==> src/rtl/operand_sequencer_if.sv <==
// rtl/operand_sequencer_if.sv - keypad, arithmetic-unit and datapath-strobe bundle for operand_sequencer
interface operand_sequencer_if #(
    parameter int N_OPERANDS = 2,
    parameter int IDX_W      = 1
);
    logic                  key_valid;
    logic [3:0]            key_code;
    logic                  calc_done;
    logic [IDX_W-1:0]      op_idx;
    logic                  load_digit;
    logic [N_OPERANDS-1:0] load_op;
    logic                  calc_start;
    logic                  load_m;
    logic                  busy;
    logic                  err;

    modport master (
        output key_valid, key_code, calc_done,
        input  op_idx, load_digit, load_op, calc_start, load_m, busy, err
    );

    modport slave (
        input  key_valid, key_code, calc_done,
        output op_idx, load_digit, load_op, calc_start, load_m, busy, err
    );
endinterface

==> src/rtl/operand_sequencer.sv <==
// rtl/operand_sequencer.sv - keypad operand collection FSM with arithmetic-unit start/done handshake
// Optional calc_done watchdog and ERR state: define OPERAND_SEQ_WATCHDOG_EN.
module operand_sequencer #(
    parameter int N_OPERANDS = 2,
    parameter int DIGITS     = 4,
    parameter int TIMEOUT    = 255,
    parameter int IDX_W      = (N_OPERANDS > 1) ? $clog2(N_OPERANDS) : 1
) (
    input  logic               clk,
    input  logic               rst,
    operand_sequencer_if.slave bus
);
    localparam int CNT_W = $clog2(DIGITS + 1);

    typedef enum logic [2:0] {
        S_IDLE, S_COLLECT, S_CALC, S_WAIT, S_RESULT, S_ERR
    } state_t;

    state_t                state_q, state_d;
    logic [IDX_W-1:0]      op_idx_q, op_idx_d;
    logic [CNT_W-1:0]      cnt_q, cnt_d;
    logic                  load_digit_q, load_digit_d;
    logic [N_OPERANDS-1:0] load_op_q, load_op_d;
    logic                  calc_start_q, calc_start_d;
    logic                  load_m_q, load_m_d;
    logic                  busy_q, busy_d;
    logic                  err_q, err_d;

    logic is_digit, is_enter, is_clear, do_clear, last_op, cnt_full;

    assign is_digit = bus.key_valid && (bus.key_code <= 4'd9);
    assign is_enter = bus.key_valid && (bus.key_code == 4'hE);
    assign is_clear = bus.key_valid && (bus.key_code == 4'hF);
    // RESULT always completes so the result register load is never lost
    assign do_clear = is_clear && (state_q != S_RESULT);
    assign last_op  = (op_idx_q == IDX_W'(N_OPERANDS - 1));
    assign cnt_full = (cnt_q == CNT_W'(DIGITS));

`ifdef OPERAND_SEQ_WATCHDOG_EN
    localparam int WD_W = $clog2(TIMEOUT + 1);
    logic [WD_W-1:0] wd_q, wd_d;
    logic            wd_expired;

    assign wd_expired = (wd_q == WD_W'(TIMEOUT - 1));
    assign wd_d = (state_q == S_WAIT && state_d == S_WAIT) ? wd_q + WD_W'(1) : '0;

    always_ff @(posedge clk) begin
        if (rst) wd_q <= '0;
        else     wd_q <= wd_d;
    end
`endif

    always_ff @(posedge clk) begin
        if (rst) begin
            state_q      <= S_IDLE;
            op_idx_q     <= '0;
            cnt_q        <= '0;
            load_digit_q <= 1'b0;
            load_op_q    <= '0;
            calc_start_q <= 1'b0;
            load_m_q     <= 1'b0;
            busy_q       <= 1'b0;
            err_q        <= 1'b0;
        end else begin
            state_q      <= state_d;
            op_idx_q     <= op_idx_d;
            cnt_q        <= cnt_d;
            load_digit_q <= load_digit_d;
            load_op_q    <= load_op_d;
            calc_start_q <= calc_start_d;
            load_m_q     <= load_m_d;
            busy_q       <= busy_d;
            err_q        <= err_d;
        end
    end

    always_comb begin
        state_d  = state_q;
        op_idx_d = op_idx_q;
        cnt_d    = cnt_q;
        if (do_clear) begin
            state_d  = S_IDLE;
            op_idx_d = '0;
            cnt_d    = '0;
        end else begin
            case (state_q)
                S_IDLE: if (is_digit) begin
                    state_d  = S_COLLECT;
                    op_idx_d = '0;
                    cnt_d    = CNT_W'(1);
                end
                S_COLLECT: begin
                    if (is_digit && !cnt_full) begin
                        cnt_d = cnt_q + CNT_W'(1);
                    end else if (is_enter && cnt_q != '0) begin
                        cnt_d = '0;
                        if (last_op) state_d  = S_CALC;
                        else         op_idx_d = op_idx_q + IDX_W'(1);
                    end
                end
                S_CALC: state_d = S_WAIT;
                S_WAIT: begin
                    if (bus.calc_done) state_d = S_RESULT;
`ifdef OPERAND_SEQ_WATCHDOG_EN
                    else if (wd_expired) state_d = S_ERR;
`endif
                end
                S_RESULT: begin
                    state_d  = S_IDLE;
                    op_idx_d = '0;
                end
`ifdef OPERAND_SEQ_WATCHDOG_EN
                S_ERR: state_d = S_ERR;
`endif
                default: state_d = S_IDLE;
            endcase
        end
    end

    always_comb begin
        load_digit_d = 1'b0;
        load_op_d    = '0;
        calc_start_d = 1'b0;
        load_m_d     = 1'b0;
        busy_d       = (state_d != S_IDLE);
`ifdef OPERAND_SEQ_WATCHDOG_EN
        err_d        = (state_d == S_ERR);
`else
        err_d        = 1'b0;
`endif
        if (!do_clear) begin
            case (state_q)
                S_IDLE: load_digit_d = is_digit;
                S_COLLECT: begin
                    load_digit_d = is_digit && !cnt_full;
                    if (is_enter && cnt_q != '0)
                        load_op_d = N_OPERANDS'(1) << op_idx_q;
                end
                S_CALC:  calc_start_d = 1'b1;
                S_WAIT:  load_m_d     = bus.calc_done;
                default: ;
            endcase
        end
    end

    assign bus.op_idx     = op_idx_q;
    assign bus.load_digit = load_digit_q;
    assign bus.load_op    = load_op_q;
    assign bus.calc_start = calc_start_q;
    assign bus.load_m     = load_m_q;
    assign bus.busy       = busy_q;
    assign bus.err        = err_q;
endmodule

==> src/flat_wrapper.sv <==
// flat-port wrapper written by rule: the top's interface ports become plain ports
module operand_sequencer_flat 
#(
    parameter int N_OPERANDS = 2,
    parameter int DIGITS     = 4,
    parameter int TIMEOUT    = 255,
    parameter int IDX_W      = (N_OPERANDS > 1) ? $clog2(N_OPERANDS) : 1
)
  (clk, rst, bus_key_valid, bus_key_code, bus_calc_done, bus_op_idx, bus_load_digit, bus_load_op, bus_calc_start, bus_load_m, bus_busy, bus_err);
  operand_sequencer_if #(.N_OPERANDS(N_OPERANDS), .IDX_W(IDX_W)) bus_i ();
  input  logic clk;
  input  logic rst;
  input wire logic [$bits(bus_i.key_valid)-1:0] bus_key_valid;
  input wire logic [$bits(bus_i.key_code)-1:0] bus_key_code;
  input wire logic [$bits(bus_i.calc_done)-1:0] bus_calc_done;
  output wire logic [$bits(bus_i.op_idx)-1:0] bus_op_idx;
  output wire logic [$bits(bus_i.load_digit)-1:0] bus_load_digit;
  output wire logic [$bits(bus_i.load_op)-1:0] bus_load_op;
  output wire logic [$bits(bus_i.calc_start)-1:0] bus_calc_start;
  output wire logic [$bits(bus_i.load_m)-1:0] bus_load_m;
  output wire logic [$bits(bus_i.busy)-1:0] bus_busy;
  output wire logic [$bits(bus_i.err)-1:0] bus_err;
  assign bus_i.key_valid = bus_key_valid;
  assign bus_i.key_code = bus_key_code;
  assign bus_i.calc_done = bus_calc_done;
  assign bus_op_idx = bus_i.op_idx;
  assign bus_load_digit = bus_i.load_digit;
  assign bus_load_op = bus_i.load_op;
  assign bus_calc_start = bus_i.calc_start;
  assign bus_load_m = bus_i.load_m;
  assign bus_busy = bus_i.busy;
  assign bus_err = bus_i.err;
  operand_sequencer #(.N_OPERANDS(N_OPERANDS), .DIGITS(DIGITS), .TIMEOUT(TIMEOUT), .IDX_W(IDX_W)) u_core (.clk(clk), .rst(rst), .bus(bus_i));
endmodule
==> config.mk <==
export PLATFORM = sky130hd
export DESIGN_NAME = operand_sequencer_flat
export DESIGN_NICKNAME = d
export VERILOG_FILES = /design/src/rtl/operand_sequencer_if.sv /design/src/rtl/operand_sequencer.sv /design/src/flat_wrapper.sv
export SDC_FILE = /design/constraint.sdc
export NUM_CORES = 1
export LEC_CHECK = 0
export ABC_CLOCK_PERIOD_IN_PS = 1600
export BUFFER_PORTS_ARGS = -buffer_cell sky130_fd_sc_hd__buf_4
export CAP_MARGIN = 20
export CORE_UTILIZATION = 44
export CTS_CLUSTER_DIAMETER = 200
export DETAILED_ROUTE_END_ITERATION = 8
export PLACE_DENSITY = 0.75
export SYNTH_ARGS = -nofsm -noshare
export SYNTH_HDL_FRONTEND = slang
export SYNTH_SLANG_ARGS = --single-unit
==> constraint.sdc <==
create_clock -name clk -period 1.6 [get_ports clk]
set_input_delay 0.08 -clock clk [delete_from_list [all_inputs] [get_ports clk]]
set_output_delay 0.08 -clock clk [all_outputs]
set_load 0.05 [all_outputs]
==> flow_summary.yaml <==
floorplanning:
  row_count: 13
  die_width_um: 39.7
  chipHeight_um: 39.7
  io_pins: 16
  start_util: 0.475
  die_area_um2: 1580
  core_area_um2: 1320
drt:
  drc_errors: 0
  first_pass_iters: 4
  dr.first_iter.drc_count: 16
  avgRoutedWirePerCell_um: 12.8
  via_per_inst: 5.63
  antenna_left: 0
  routed_wl_um: 1460
  num_vias: 642
grt:
  grt_max_degree: 10
  grt_first_pass_wirelength_um: 2220
  grt_pass1_vias: 554
  track_usage: 0.217
  grt_overflow: 0
  antenna_found_initial: 0
clocking:
  postCtsHoldBufs: 0
  insertion_delay_ns: 0.28
  cts_sinks: 13
  htreeDepth: 1
  cts_buffers: 3
  root_buffer: "clkbuf_4"
  cts_tree: "yes"
  cts_buffer_depth: 2
  clk_pin_slew_ns: 0.08
run_status:
  failed_checks: "negative setup slack"
  status: "complete, but fails checks"
layout:
  area_delta_synth_final_pct: 42.8
  regArea_um2: 264
  drive_gt1_frac: 0.414
  fillers: 105
  fin_nets: 110
  final_cell_mix: "24 x buf_4, 10 x dfxtp_1, 6 x nor2_1"
  multi_input_area_um2: 359
  fin_util: 0.678
  diodes: 0
  layout_commonest_cell: "buf_4"
  final_cells: 114
placed_design:
  dp_cells: 109
  port_buffers: 14
  gp_congestion: 0.847
  dp_hpwl_um: 1040
logic_synthesis:
  synth_top_area_frac: 0.416
  synth_top_cell_by_area: "dfxtp_1"
  ys_ff_latch: 13
  synthesis.nets: 83
  ys_warn_count: 0
  avgSynthCellArea_um2: 8.57
  syn_area_um2: 626
  synthCells: 73
  synth.distinct_cells: 27
  yosysSeqAreaShare: 0.416
  ys_top_cells_by_area: "dfxtp_1 42%, nor2_1 4.2%, ha_1 4.0%"
setup_path:
  cp.arrival_ns: 1.84
  cp.required_ns: 1.79
  endpoint_kind: "flip-flop"
  start_kind: "flip-flop"
  critPathKind: "reg -> reg"
  cp-startpoint: "u_core.cnt_q[0]"
  cp_max_fo: 3
  rrSetupSlack_ns: -0.05
  r2r_start: "u_core.cnt_q[0]"
pwr:
  peakVddDrop_mv: 0.538
  p_leak_uw: 0.000380
  p_per_area_nw_per_um2: 766
run:
  max-cap-violations: 0
timing:
  rsz0062_at_grt: "true"
  setup_viol: 1
  finalCriticalPeriod_ns: 1.65
  fmax_mhz: 607
  maxSlewViolCount: 0
  final_hold_viol_count: 0
  fin_worst_skew_ns: 0.00293
  worst_slack_ns: -0.0487
  post-route-period-util: 1.03
worst_hold_path:
  hold_start: "bus_calc_done"
  hold_path.class: "in -> reg"
cell usage after synthesis:
master and n:
dfxtp_1 13, nor2_1 7, inv_1 6, nand2_1 4, a21oi_1 3, a31oi_1 3
nand4_1 3, nor2b_1 3, nor3_1 3, o21a_1 3, o31ai_1 3, a311oi_1 2
and2_1 2, buf_4 2, ha_1 2, nand3_1 2, nor3b_1 2, a221o_1 1
buf_2 1, buf_6 1, conb_1 1, nand4b_1 1, o21ai_1 1, o22ai_1 1
o31a_1 1, or3b_1 1, or4_1 1
final timing paths:
check	end	cells past startpoint
min	u_core.state_q[2]	3
max	u_core.cnt_q[0]	6
max reg2reg	u_core.cnt_q[0]	6
min reg2reg	u_core.bus.load_op[0]	1
stage by stage:
step,hold slack [ns],TNS (ns),total power (uW),setup WS [ns],area [um^2]
floorplan,0.243,-0.187,419,-0.162,626
global placement,0.377,-0.291,463,-0.0958,801
detailed placement,0.367,-0.482,464,-0.125,801
CTS,0.0795,-0.0850,673,-0.0619,840
global route,0.127,-0.108,722,-0.0882,893
finish,0.0834,-0.0487,684,-0.0487,893
where the power goes:
| group | switching [uW] | internal, uW | total, uW |
|---|---|---|---|
| registers | 4.01 | 334 | 338 |
| clock network | 109 | 97.0 | 206 |
| logic | 74.6 | 65.2 | 140 |
| total | 188 | 496 | 684 |
critical path, cell delays in order (launching register included):
cell	delay, ns
dfxtp_2	0.34
inv_2	0.05
ha_4	0.15
nor2b_4	0.12
or4_4	0.51
a221o_1	0.33
o31ai_1	0.07
cell families (layout without fill, tap and decap cells):
group / Yosys count / after routing / synth area share
AND/OR/NAND/NOR: 29 / 29 / 0.250
other: 1 / 1 / 0.00599
AO/OA/AOI/OAI: 18 / 18 / 0.202
buffers and inverters: 10 / 36 / 0.0860
flip-flops: 13 / 13 / 0.416
adder cells (fa/ha/maj): 2 / 2 / 0.0400
per-layer routing:
layer	wire length, um	part of all wire	GRT usage	vias up
li1	-	-	-	315
met1	671	0.46	0.236	298
met2	688	0.47	0.373	26
met3	78	0.053	0.102	3
met4	20	0.014	0.0517	0
met5	0	0	0	-
state kept, by name, summed over array words and instances, names as in the netlist:
signal / cells
u_core.bus.op_idx: 1
u_core.bus.load_m: 1
u_core.bus.load_digit: 1
u_core.bus.calc_start: 1
u_core.cnt_q: 3
u_core.bus.busy: 1
u_core.state_q: 3
u_core.bus.load_op: 2
layout make-up:
cell class	instances	share of cell area
Tap cell	15	0.0210
Multi-Input combinational cell	50	0.402
Inverter	6	0.0252
Sequential cell	13	0.296
Timing Repair Buffer	26	0.227
Clock buffer	4	0.0294
timing repair:
action,4_1_cts,5_1_grt
resized for setup,5,13
pin swaps,0,1
buffers inserted,0,1
setup endpoints to repair,7,7
(Power assumes the default switching activity.)
